--- src/rtl/if_fetch_unit.sv ---
// Instruction-fetch stage: takes one PC, issues a single imem read, and holds
// {pc, instr, fault} for decode. Misaligned PCs bypass memory and present a NOP.
//
// state   | meaning
// --------+-------------------------------------------------------------
// S_IDLE  | ready for a new PC from the next-PC generator
// S_REQ   | read request presented to imem, waiting for acceptance
// S_WAIT  | request accepted, waiting for the response
// S_DRAIN | flushed with a request in flight; swallow its response
// S_HOLD  | result presented to decode until consumed
module if_fetch_unit #(
  parameter int              XLEN     = 32,
  parameter logic [XLEN-1:0] RESET_PC = '0
) (
  input  logic            clk,
  input  logic            rst,
  input  logic [XLEN-1:0] pc_in,
  input  logic            pc_valid,
  output logic            pc_ready,
  output logic            imem_req_valid,
  output logic [XLEN-1:0] imem_req_addr,
  input  logic            imem_req_ready,
  input  logic            imem_resp_valid,
  input  logic [XLEN-1:0] imem_resp_data,
  input  logic            flush,
  output logic            id_valid,
  input  logic            id_ready,
  output logic [XLEN-1:0] id_pc,
  output logic [XLEN-1:0] id_instr,
  output logic            id_fault
);

  localparam logic [2:0] S_IDLE  = 3'd0;
  localparam logic [2:0] S_REQ   = 3'd1;
  localparam logic [2:0] S_WAIT  = 3'd2;
  localparam logic [2:0] S_DRAIN = 3'd3;
  localparam logic [2:0] S_HOLD  = 3'd4;

  localparam logic [XLEN-1:0] NOP = XLEN'(32'h0000_0013);

  logic [2:0]      state;
  logic [XLEN-1:0] pc_lat;

  assign pc_ready       = (state == S_IDLE);
  assign imem_req_valid = (state == S_REQ);
  assign id_valid       = (state == S_HOLD);
  assign imem_req_addr  = pc_lat;

  always_ff @(posedge clk) begin
    if (!rst) begin
      state    <= S_IDLE;
      pc_lat   <= '0;
      id_pc    <= RESET_PC;
      id_instr <= NOP;
      id_fault <= 1'b0;
    end else begin
      case (state)
        S_IDLE: begin
          if (!flush && pc_valid) begin
            pc_lat <= pc_in;
            if (pc_in[1:0] == 2'b00) begin
              state <= S_REQ;
            end else begin
              state    <= S_HOLD;
              id_pc    <= pc_in;
              id_instr <= NOP;
              id_fault <= 1'b1;
            end
          end
        end
        S_REQ: begin
          // An accepted-then-flushed request still owes us one response.
          if (flush) state <= imem_req_ready ? S_DRAIN : S_IDLE;
          else if (imem_req_ready) state <= S_WAIT;
        end
        S_WAIT: begin
          if (flush) begin
            state <= imem_resp_valid ? S_IDLE : S_DRAIN;
          end else if (imem_resp_valid) begin
            state    <= S_HOLD;
            id_pc    <= pc_lat;
            id_instr <= imem_resp_data;
            id_fault <= 1'b0;
          end
        end
        S_DRAIN: begin
          if (imem_resp_valid) state <= S_IDLE;
        end
        S_HOLD: begin
          if (flush || id_ready) state <= S_IDLE;
        end
        default: state <= S_IDLE;
      endcase
    end
  end

endmodule

--- config.mk ---
export PLATFORM = sky130hd
export DESIGN_NAME = if_fetch_unit
export DESIGN_NICKNAME = d
export VERILOG_FILES = /design/src/rtl/if_fetch_unit.sv
export SDC_FILE = /design/constraint.sdc
export NUM_CORES = 1
export LEC_CHECK = 0
export ABC_AREA = 1
export BUFFER_PORTS_ARGS = -buffer_cell sky130_fd_sc_hd__buf_2
export CAP_MARGIN = 5
export CELL_PAD_IN_SITES_DETAIL_PLACEMENT = 2
export CELL_PAD_IN_SITES_GLOBAL_PLACEMENT = 2
export CORE_AREA = 2 2 127 129
export DETAILED_ROUTE_END_ITERATION = 10
export DIE_AREA = 0 0 129 131
export GPL_TIMING_DRIVEN = 0
export HOLD_SLACK_MARGIN = 0.05
export PLACE_DENSITY_LB_ADDON = 0.1
export RECOVER_POWER = 100
export SLEW_MARGIN = 20
export SYNTH_ARGS = -nofsm -noshare
export SYNTH_HDL_FRONTEND = slang
export SYNTH_SLANG_ARGS = --single-unit
export TNS_END_PERCENT = 1
--- constraint.sdc ---
create_clock -name clk -period 4.4 [get_ports clk]
set_clock_uncertainty 0.15 [all_clocks]
set_input_delay 0.88 -clock clk [delete_from_list [all_inputs] [get_ports clk]]
set_output_delay 0.88 -clock clk [all_outputs]
set_load 0.005 [all_outputs]
## Yosys cells after proc, flatten, opt, wreduce, memory -nomap -nowiden

Cells that the tools add are included.

| word-level totals | value |
|---|---|
| bits in latches | 0 |
| memories | 0 |
| RAM bits | 0 |
| logic and storage cells | 52 |
| register bits after elaboration | 100 |
| output and inout port bits | 100 |
| input port bits | 71 |
| ROM bits | 0 |

| cells by class | value |
|---|---|
| divide/modulo/power cells | 0 |
| bitwise logic cells | 0 |
| muxes and demuxes | 26 |
| equality and inequality tests | 12 |
| order comparisons | 0 |
| add/subtract/negate cells | 0 |
| $mul | 0 |
| reduce and logical (&&, ||, !) cells | 9 |
| shift-type cells | 0 |

Operator list:

| operator | count |
|---|---|
| $mux 32 | 8 |
| $pmux 32 s2 | 2 |
| $mux 3 | 8 |
| $pmux 3 s5 | 1 |
| $reduce_and 5->1 | 2 |
| $ne 2x2->1 const B | 4 |
| $eq 3x2->1 const B | 2 |
| $mux 1 | 4 |
| $mux 2 | 2 |
| $ne 2x1->1 const B | 2 |
| $eq 3x1->1 const B | 1 |
| $eq 3x3->1 const B | 1 |
| $logic_not 3->1 | 1 |
| $ne 3x1->1 const B | 1 |
| $ne 3x3->1 const B | 1 |
| $logic_not 2->1 | 1 |
| $pmux 1 s2 | 1 |
| $reduce_and 2->1 | 1 |
| $reduce_bool 2->1 | 1 |
| $logic_and 1x1->1 | 1 |
| $logic_not 1->1 | 1 |
| $logic_or 1x1->1 | 1 |

## Longest topological paths before layout

Gate-level depths: netlist of run 1.

| logic depth | value |
|---|---|
| depth after elaboration | 4 |
| gate-level depth with buffers | 10 |

## Worst setup path after synthesis of run 1

Ideal clock, no wire load.

| timing | value |
|---|---|
| kind | in2reg |
| start point | in flush |
| end point | reg pc_lat[0] (netlist: imem_req_addr[0]) |
| path buffers | 1 |
| library setup time | 0.128 ns |
| cell stages on the path | 7 |
| arrival | 1.755 ns |
| path slack | 2.367 ns |
| required time | 4.122 ns |
| cell sequence | inv_2 nand2_1 nor3_4 inv_1 clkbuf_1 o21ai_0 a21oi_1 |

| on the way | value |
|---|---|
| word-level cells in the longest chain between the ends | 3 |

RTL lines:

| item | RTL line | source |
|---|---|---|
| start: declaration | 25 | `input logic flush,` |
| $logic_not 1->1 | 59 | `if (!flush && pc_valid) begin` |
| $logic_and 1x1->1 | 59 |  |
| $reduce_and 2->1 (no line) | -- |  |
| end signal: assignment | 60 | `pc_lat <= pc_in;` |
| end: declaration | 42 | `logic [XLEN-1:0] pc_lat;` |

Every way passes these cells.
A chain may end at the register's enable or synchronous reset.

## Worst setup path after layout of run 1

| timing | value |
|---|---|
| start point | in flush |
| end point | reg id_instr[16] |

| on the way | value |
|---|---|
| word-level cells in the longest chain between the ends | 4 |
| elaborated cells on any way between the ends | 5 |
| classes of those cells | eq/ne (2); reduce/logical (3) |

RTL lines:

| item | RTL line | source |
|---|---|---|
| $logic_not 1->1 | 59 |  |
| $logic_and 1x1->1 | 59 |  |
| $ne 2x1->1 (no line) | -- |  |
| $reduce_and 5->1 (no line) (*) | -- |  |
| end signal: assignment | 82 | `id_instr <= imem_resp_data;` |
| end: declaration | 29 | `output logic [XLEN-1:0] id_instr,` |

Mark *: on every way between the ends. The rest lies on a longest branch, timed or not.

==> results of run 1 <==
## sequential cells by signal, indices dropped and copies added, names as in the netlist
register and flops:
state 3, id_instr 32, imem_req_addr 32, id_fault 1, id_pc 32
## cells in the final DEF, fill, tap and decap left out
| master | instances |
|---|---|
| clkbuf_1 | 97 |
| clkinv_4 | 1 |
| clkbuf_8 | 1 |
| buf_4 | 3 |
| clkinv_2 | 1 |
| a21oi_2 | 7 |
| dfxtp_1 | 100 |
| inv_2 | 1 |
| clkbuf_16 | 9 |
| nor2_4 | 1 |
| nand2_4 | 1 |
| inv_1 | 17 |
| inv_6 | 1 |
| a21oi_1 | 35 |
| buf_2 | 105 |
| nand3_1 | 23 |
| o21ai_0 | 78 |
| nor3_1 | 3 |
| nor2_1 | 122 |
| nand3_2 | 16 |
| buf_6 | 3 |
| bufinv_16 | 1 |
| buf_1 | 3 |
| nand2_1 | 125 |
| clkinvlp_4 | 1 |
## power breakdown
part,leakage (nW),internal [mW],switching [mW]
clock network,0.146,0.460,0.368
logic,1.40,0.529,1.12
registers,0.819,1.13,0.125
## per-stage QoR
step                      cell area (um^2)  power (mW)
final                                 5460        3.73
after global routing                  5460        4.07
after CTS                             5710        4.04
after detailed placement              5410        3.20
after global placement                5410        3.10
after floorplan                       4290        2.48
## worst reg2reg max path: stages (launching register included)
cell and delay, ns:
dfxtp_1 0.40, inv_1 0.14, nand2_4 0.12, nor2_4 0.05, o21ai_0 0.08, nand2_1 0.17
inv_1 0.11, clkbuf_1 0.45, clkbuf_1 0.54, nand3_1 0.20, a21oi_2 0.16
## cell type report
| class | instances | area, um^2 |
|---|---|---|
| buffer | 40 | 191 |
| clock buffer | 11 | 243 |
| clock inverter | 5 | 60.1 |
| fill | 1903 | 10100 |
| inverter | 18 | 67.6 |
| multi-input combinational | 411 | 1870 |
| sequential | 100 | 2000 |
| tap | 216 | 270 |
| timing repair buffer | 170 | 762 |
## final timing paths
kind	end	slack (ns)	cells past startpoint
setup / recovery	id_instr[16]	1.44	10
hold / removal	id_instr[6]	0.31	2
setup reg to reg	id_instr[16]	1.77	10
hold reg to reg	id_instr[6]	0.31	2
## layer usage
| layer | global-route usage | up-vias | part of all wire |
|---|---|---|---|
| li1 | - | 2190 | - |
| met1 | 0.219 | 2120 | 0.43 |
| met2 | 0.344 | 103 | 0.50 |
| met3 | 0.0472 | 12 | 0.056 |
| met4 | 0.0575 | 0 | 0.012 |
| met5 | 0 | - | 0 |
## kinds of logic after synthesis
group / Yosys count / share of synthesized area
AOI/OAI and AO/OA: 120 / 0.158
DFF: 100 / 0.467
buffers and inverters: 58 / 0.0776
and+or+nand+nor: 291 / 0.297
==> summary.txt, run 1 <==
Synth
  • Synth Register Bits: 100
  • Post-synthesis average cell area: 7.54 um^2
  • Post-Syn Area: roughly 4300 um^2
  • Synth warn: 0
  • Synth Flop Type: dfxtp_1
  • Top cell type's share of synthesized area: 0.467
  • Syn Inst Count: 569
  • Seq/Total Area, Yosys: 0.467
  • Syn nets: 640
  • Most frequent cell after synthesis: nand2_1
  • Post-synth cell types: 23
  • Synth top area cells: dfxtp_1, nand2_1, nor2_1, o21ai_0, nand3_2
  • Ys async rst share: 0
  • Top cells by count, synth: nand2_1, nor2_1, dfxtp_1
  • Yosys top cell by area: dfxtp_1
  • Post-synth EDFFs: 0

Global routing
  • Global-route wire length before repair: about 25 mm
  • Gr usage total: 0.189
  • Largest net degree at the start of global routing: 17
  • Gr ovfl total: 0
  • Initial antenna violation count: 0
  • Vias in the first global route: ~4700

Die
  • Row count: 46
  • Die area: ~17000 um^2
  • Ports: 171
  • Core footprint: roughly 16000 um^2
  • Die Y: around 130 um
  • Die Span X: 129 um
  • Initial Util: 0.275

Layout
  • ANT cells: 0
  • Layout Utilization: 0.350
  • Area Overhead vs Synth: 27.3%
  • Share of layout cells above drive strength 1: 0.201
  • # nets final: approximately 820
  • Fin cells: ~970

Clock tree
  • Clk sink count: 100
  • Clock Latency Late Sink: about 0.35 ns
  • Post-CTS Hold Fix Bufs: 0
  • Post-CTS Resized: 0
  • H-tree levels: 3
  • CTS tree: built
  • CTS Buf Count: 9
  • Post-CTS Repair Setup Buffers: 0
  • Clock Tree Root: clkbuf_16
  • Clk buf depth: 2
  • Register clock-pin slew on the reported worst setup and hold paths: ~0.070 ns

Placed design
  • Placed insts: around 960
  • DP HPWL: roughly 12 mm
  • Post-Place Setup Slack: about 1.7 ns
  • RePlAce Congestion: 0.747
  • IO buf count: 170

Critical path
  • CP arrival: 3.09 ns
  • Critical Path Start: flush
  • Crit-path cells: clkbuf_1 -> inv_1 -> nand2_1 -> o21ai_0 -> nand2_1 -> inv_1 -> clkbuf_1 -> clkbuf_1 -> nand3_1 -> a21oi_2
  • RR Startpoint: state[0]
  • Critical path buffer and inverter count: 5
  • Max FO, Critical Path: 10
  • Crit-path slowest cell: clkbuf_1
  • CP top delay family: buffers and inverters
  • CP peak stage delay: about 0.54 ns
  • Critical path launch point type: primary input
  • Most common cell on crit path: clkbuf_1
  • Kind of critical path: primary input to flop
  • Crit end category: flop
  • CP required: approximately 4.5 ns

Detailed routing
  • WL/cell: ~16 um
  • Vias per inst: approximately 4.6
  • Detailed-route via count: around 4400
  • Post-route ant nets: 0
  • DRT Wirelength: around 16 mm
  • Drt pass-1 iters: 4
  • Post-route DRC: 0
  • DRT iter0 DRCs: slightly below 80

STA
  • Final period utilization: 0.673
  • Worst slew margin: 0.325
  • Max-slew violation count: 0
  • Worst setup margin: roughly 1.4 ns
  • RSZ-0062 raised after global routing: false
  • WHS: between 0.3 and 0.4 ns
  • Endpoints failing setup: 0
  • Final Hold Fails: 0
  • Fin Setup TNS: 0 ns
  • Max Clk Rate: about 340 MHz
  • Final min period: about 3 ns
  • Worst Tran Pin Value: roughly 1.0 ns

Worst hold path
  • HP Start: id_instr[6]
  • Worst min-delay path class: flop to flop

Power
  • Pwr Density: between 600 and 700 nW/um^2
  • P_leak: 2.36 nW
  • Peak supply drop: about 0.23 mV

Flow run
  • Max Cap Viol: 0

Status
  • Outcome: finished clean
(Power assumes the default switching activity.)
==> run 2, diff against run 1 <==
Settings changed: CORE_AREA 2 2 127 129 to 2 2 140 142, DIE_AREA 0 0 129 131 to 0 0 142 144.
Clock period 4.4 ns to 2.5 ns, I/O delays scaled along.
==> run 2 against run 1 <==
  * Die area up 21%
  * Non-clock buffer count unchanged
  * First-iteration DRC count up 48%
  * Sequential power up 77%
  * Count of clock-buffer cells in the layout down 1
  * Power up 80%
  * Critical path type is now flop to flop
==> summary.txt, run 2 (synthesis gave the netlist of run 1 again) <==
Detailed routing
  • DRT Wirelength: 16.7 mm (+6.6%)
  • Detailed-route via count: 4477 (+1.2%)
  • Vias per inst: 4.51 (-1.1%)
  • DRT iter0 DRCs: 117 (+48%)
  • WL/cell: 16.8 um (+4.2%)
  • Drt pass-1 iters: 4 (unchanged)
  • Post-route DRC: 0 (unchanged)
  • Post-route ant nets: 0 (unchanged)

Global routing
  • Gr usage total: 0.164 (-0.0251)
  • Vias in the first global route: 4805 (+1.8%)
  • Global-route wire length before repair: 26.0 mm (+5.9%)
  • Gr ovfl total: 0 (unchanged)
  • Initial antenna violation count: 0 (unchanged)
  • Largest net degree at the start of global routing: 17 (unchanged)

Status
  • Outcome: finished clean

STA
  • Endpoints failing setup: 0 (unchanged)
  • Final min period: roughly 2.1 ns
  • Final period utilization: 0.835
  • Worst Tran Pin Value: 0.732 ns (-0.273 ns)
  • RSZ-0062 raised after global routing: false
  • Final Hold Fails: 0 (unchanged)
  • Max-slew violation count: 0 (unchanged)
  • Max Clk Rate: between 400 and 500 MHz
  • Worst slew margin: 0.512 (+0.187)
  • Fin Setup TNS: 0 ns (unchanged)

Layout
  • Most common cell after layout, fill and taps aside: nand2_1
  • Footprint of the multi-input gates: 1880 um^2 (+0.54%)
  • Register area: 2000 um^2 (unchanged)
  • ANT cells: 0 (unchanged)
  • Commonest non-fill, non-tap cells in the layout: nand2_1, nor2_1, buf_2
  • Share of layout cells above drive strength 1: 0.216 (+0.0146)
  • # nets final: 821 (unchanged)
  • Area Overhead vs Synth: 28.8%
  • # fillers: 2311 (+21%)
  • Fin cells: 993 (+2.3%)

Critical path
  • Kind of critical path: flop to flop
  • Reg2reg path depth: 8 (-2)
  • Crit-path slowest cell: inv_1
  • CP required: 2.63 ns (-1.90 ns)
  • Levels on crit path: 8 (-2)
  • CP top delay family: simple AND/OR/NAND/NOR gates
  • Max FO, Critical Path: 10 (unchanged)
  • Critical path launch point type: flop
  • Critical Path Start: state[2]
  • Reg2reg setup slack: 0.41 ns (-1.36 ns)
  • RR Startpoint: state[2]
  • Crit-path cells: nor2_1 -> nand2_2 -> inv_1 -> buf_2 -> nand2_1 -> nand2_1 -> o21ai_0 -> nor2_1
  • CP peak stage delay: 0.37 ns (-0.17 ns)
  • CP arrival: 2.22 ns (-0.87 ns)
  • Critical path buffer and inverter count: 2 (-3)
  • Crit end category: flop

Power
  • Peak supply drop: 0.378 mV (+62%)
  • P_leak: 2.38 nW (+0.64%)
  • Pwr Density: 1210 nW/um^2 (+78%)

Flow run
  • Max Cap Viol: 0 (unchanged)

Die
  • Die area: 20400 um^2 (+21%)
  • Initial Util: 0.225 (-0.0502)
  • Row count: 51 (+11%)
  • Die Y: 144 um (+9.9%)
  • Ports: 171 (unchanged)
  • Core footprint: 19100 um^2 (+22%)
  • Die Span X: 142 um (+10%)

Clock tree
  • Clock Latency Late Sink: 0.35 ns (about the same)
  • CTS tree: built
  • Clock Tree Root: clkbuf_16
  • H-tree levels: 3 (unchanged)
  • Clk buf depth: 2 (unchanged)
  • Register clock-pin slew on the reported worst setup and hold paths: 0.07 ns (about the same)
  • Clk sink count: 100 (unchanged)
  • Post-CTS Hold Fix Bufs: 0 (unchanged)
  • CTS Buf Count: 9 (unchanged)
  • Post-CTS Repair Setup Buffers: 0 (unchanged)
  • Post-CTS Resized: 0 (unchanged)

Placed design
  • Placed insts: 977 (+2.3%)
  • IO buf count: 170 (unchanged)
  • RePlAce Congestion: 0.757 (+1.4%)
  • DP HPWL: 12.9 mm (+4.4%)

Worst hold path
  • HP Start: pc_in[10]
  • Worst min-delay path class: primary input to flop
  • Worst hold path depth: 3 (+1)
run 2: cell types whose count changed in the layout (fill, tap and decap cells not counted), moves of 3 or more:
cell,change
clkbuf_1,-3
a21oi_1,-12
nand3_2,-11
nand3_1,+11
a21oi_2,+12
buf_2,-4
run 2: layout make-up:
type,instances,area share
Buffer,40,0.0462
Clock buffer,10,0.0414
Clock inverter,6,0.00747
Inverter,18,0.0122
Multi-Input combinational cell,411,0.340
Sequential cell,100,0.362
Tap cell,238,0.0539
Timing Repair Buffer,170,0.137
run 2: worst paths after layout:
| path | end |
|---|---|
| setup / recovery | id_pc[10] |
| hold / removal | imem_req_addr[10] |
| setup reg to reg | id_pc[10] |
| hold reg to reg | id_instr[7] |
run 2: per-layer routing:
layer | GRT usage | routed length (um) | vias up
met5 | 0 | 0 | -
met1 | 0.194 | 7290 | 2161
met2 | 0.299 | 8370 | 113
li1 | - | - | 2193
met4 | 0.0442 | 159 | 0
met3 | 0.0351 | 901 | 10
run 2: worst register-to-register path, stage by stage (launching register included):
cell and delay [ns]:
dfxtp_1 0.35, nor2_1 0.23, nand2_2 0.20, inv_1 0.37, buf_2 0.33, nand2_1 0.08, nand2_1 0.07, o21ai_0 0.11
nor2_1 0.13
run 2: per-stage QoR:
stage,cell area [um^2],total power [mW],hold WS [ns],utilization,setup WS [ns]
after CTS,5710,7.08,0.230,0.299,0.458
after global placement,5440,5.56,0.298,0.285,0.211
after floorplan,4290,4.37,0.305,-,0.847
after global routing,5530,7.34,0.242,0.290,0.183
after detailed placement,5440,5.70,0.314,0.285,0.105
final,5530,6.71,0.246,0.290,0.411
run 2: report_power, final:
part	switching, mW	internal, mW
Clock	0.663	0.678
Combinational	2.04	1.12
Sequential	0.227	1.98
Total	2.93	3.78
==> run 3, diff against run 2 <==
Settings changed: CORE_AREA 2 2 140 142 to 2 2 132 134, DIE_AREA 0 0 142 144 to 0 0 134 136.
Clock period 2.5 ns to 2.06 ns, I/O delays scaled along.
==> run 3 against run 2 <==
  * Sequential power up 21%
  * Worst setup slack worse by 0.21 ns
  * Largest power group unchanged
  * Cell count down 1.2%
==> summary.txt, run 3 (synthesis gave the netlist of run 1 again) <==
Clock tree
  • CTS Buf Count: 9 (unchanged)
  • Clock Latency Late Sink: 0.35 ns (about the same)
  • Clock Tree Root: clkbuf_16
  • H-tree levels: 3 (unchanged)
  • CTS tree: built
  • Clk buf depth: 2 (unchanged)
  • Clk sink count: 100 (unchanged)
  • Post-CTS Hold Fix Bufs: 0 (unchanged)
  • Register clock-pin slew on the reported worst setup and hold paths: 0.06 ns (about the same)

Layout
  • Layout Utilization: 0.337 (+0.0471)
  • Most common cell after layout, fill and taps aside: nand2_1
  • Register area: 2000 um^2 (unchanged)
  • Share of layout cells above drive strength 1: 0.257 (+0.0407)
  • # nets final: 822 (+0.12%)
  • Commonest non-fill, non-tap cells in the layout: nand2_1, nor2_1, buf_2
  • Area Overhead vs Synth: 32.5%
  • Footprint of the multi-input gates: 1960 um^2 (+4.2%)
  • ANT cells: 0 (unchanged)
  • # fillers: 2053 (-11%)
  • Fin cells: 981 (-1.2%)
  • Fin area: 5680 um^2 (+2.8%)

Critical path
  • RR Startpoint: state[2]
  • Kind of critical path: flop to primary output
  • Crit end category: primary output
  • Max FO, Critical Path: 5 (-5)
  • Critical Path Start: state[0]
  • Critical path launch point type: flop
  • CP arrival: 1.30 ns (-0.92 ns)
  • CP required: 1.50 ns (-1.13 ns)
  • Reg2reg setup slack: 0.20 ns (-0.21 ns)

STA
  • Final Hold Fails: 0 (unchanged)
  • RSZ-0062 raised after global routing: true
  • Endpoints failing setup: 0 (unchanged)
  • Worst slew margin: 0.482 (-0.0303)
  • Max Clk Rate: approximately 540 MHz
  • Final min period: 1.86 ns
  • Max-slew violation count: 0 (unchanged)
  • Final period utilization: 0.904
  • Worst Tran Pin Value: 0.777 ns (+0.0455 ns)

Placed design
  • Placed insts: 964 (-1.3%)
  • RePlAce Congestion: 0.759 (+0.21%)
  • IO buf count: 170 (unchanged)
  • Placed Area: 5420 um^2 (-0.30%)
  • DP HPWL: 12.2 mm (-5.5%)

Die
  • Row count: 48 (-5.9%)
  • Die Y: 136 um (-5.6%)
  • Die area: 18200 um^2 (-11%)
  • Die Span X: 134 um (-5.6%)
  • Ports: 171 (unchanged)
  • Core footprint: 16900 um^2 (-12%)
  • Initial Util: 0.254 (+0.0294)

Power
  • Pwr Density: 1490 nW/um^2 (+23%)
  • P_leak: 2.45 nW (+3.2%)
  • Peak supply drop: 0.478 mV (+26%)

Global routing
  • Gr usage total: 0.176 (+0.0120)
  • Gr ovfl total: 0 (unchanged)
  • Initial antenna violation count: 1 (+1)
  • Vias in the first global route: 4662 (-3.0%)
  • Global-route wire length before repair: 24.6 mm (-5.2%)
  • Largest net degree at the start of global routing: 16 (-1)

Worst hold path
  • HP Start: imem_resp_data[4]
  • Worst min-delay path class: primary input to flop

Detailed routing
  • Post-route ant nets: 0 (unchanged)
  • WL/cell: 16.1 um (-4.4%)
  • Drt pass-1 iters: 4 (unchanged)
  • Detailed-route via count: 4404 (-1.6%)
  • DRT Wirelength: 15.8 mm (-5.6%)
  • DRT iter0 DRCs: 51 (-56%)
  • Post-route DRC: 0 (unchanged)
  • Vias per inst: 4.49 (-0.43%)

Status
  • Outcome: finished clean

Flow run
  • Max Cap Viol: 0 (unchanged)
## run 3: changes by cell type in the layout (fill, tap and decap cells not counted), sizes merged
cell,delta
buf,+14
bufinv,+2
clkinv,-5
clkbuf,-11
clkinvlp,+1
## run 3: layout make-up
| class | count | share of cell area |
|---|---|---|
| multi-input combinational | 411 | 0.344 |
| clock inverter | 4 | 0.0128 |
| tap | 225 | 0.0495 |
| inverter | 18 | 0.0119 |
| buffer | 40 | 0.0471 |
| timing repair buffer | 171 | 0.139 |
| sequential | 100 | 0.352 |
| clock buffer | 12 | 0.0434 |
## run 3: what timing repair did
item,CTS,global route
endpoints found under the setup margin,0,15
setup buffers,0,1
resized for setup,0,3
endpoints found under the hold margin,0,0
## run 3: stage by stage
step	setup WS [ns]	power [mW]	hold slack, ns	setup TNS [ns]
final	0.199	8.46	0.156	0
after detailed placement	-0.221	6.82	0.305	-3.82
after CTS	0.0678	8.73	0.146	0
after global placement	-0.0804	6.67	0.298	-1.13
after floorplan	0.495	5.30	0.305	0
after global routing	-0.00190	9.24	0.152	-0.00190
## run 3: per-layer routing
| layer | vias to the layer above | global-route usage | wire (um) |
|---|---|---|---|
| li1 | 2186 | - | - |
| met1 | 2102 | 0.204 | 6750 |
| met2 | 99 | 0.319 | 7990 |
| met3 | 15 | 0.0418 | 829 |
| met4 | 2 | 0.0550 | 199 |
| met5 | - | 0 | 16 |
## run 3: power breakdown
| group | switching (mW) | internal, mW |
|---|---|---|
| Sequential | 0.271 | 2.41 |
| Combinational | 2.49 | 1.45 |
| Clock | 0.748 | 1.10 |
| Total | 3.51 | 4.96 |
## run 3: critical path, cell delays in order (launching register included)
cell     delay (ns)
dfxtp_1        0.42
inv_2          0.10
nor3_1         0.26
buf_2          0.18
## run 3: final timing paths
check	end	cells after the start
worst max-delay path	imem_req_valid	3
worst min-delay path	id_instr[4]	3
worst max register to register	id_pc[10]	8
worst min register to register	id_instr[9]	2
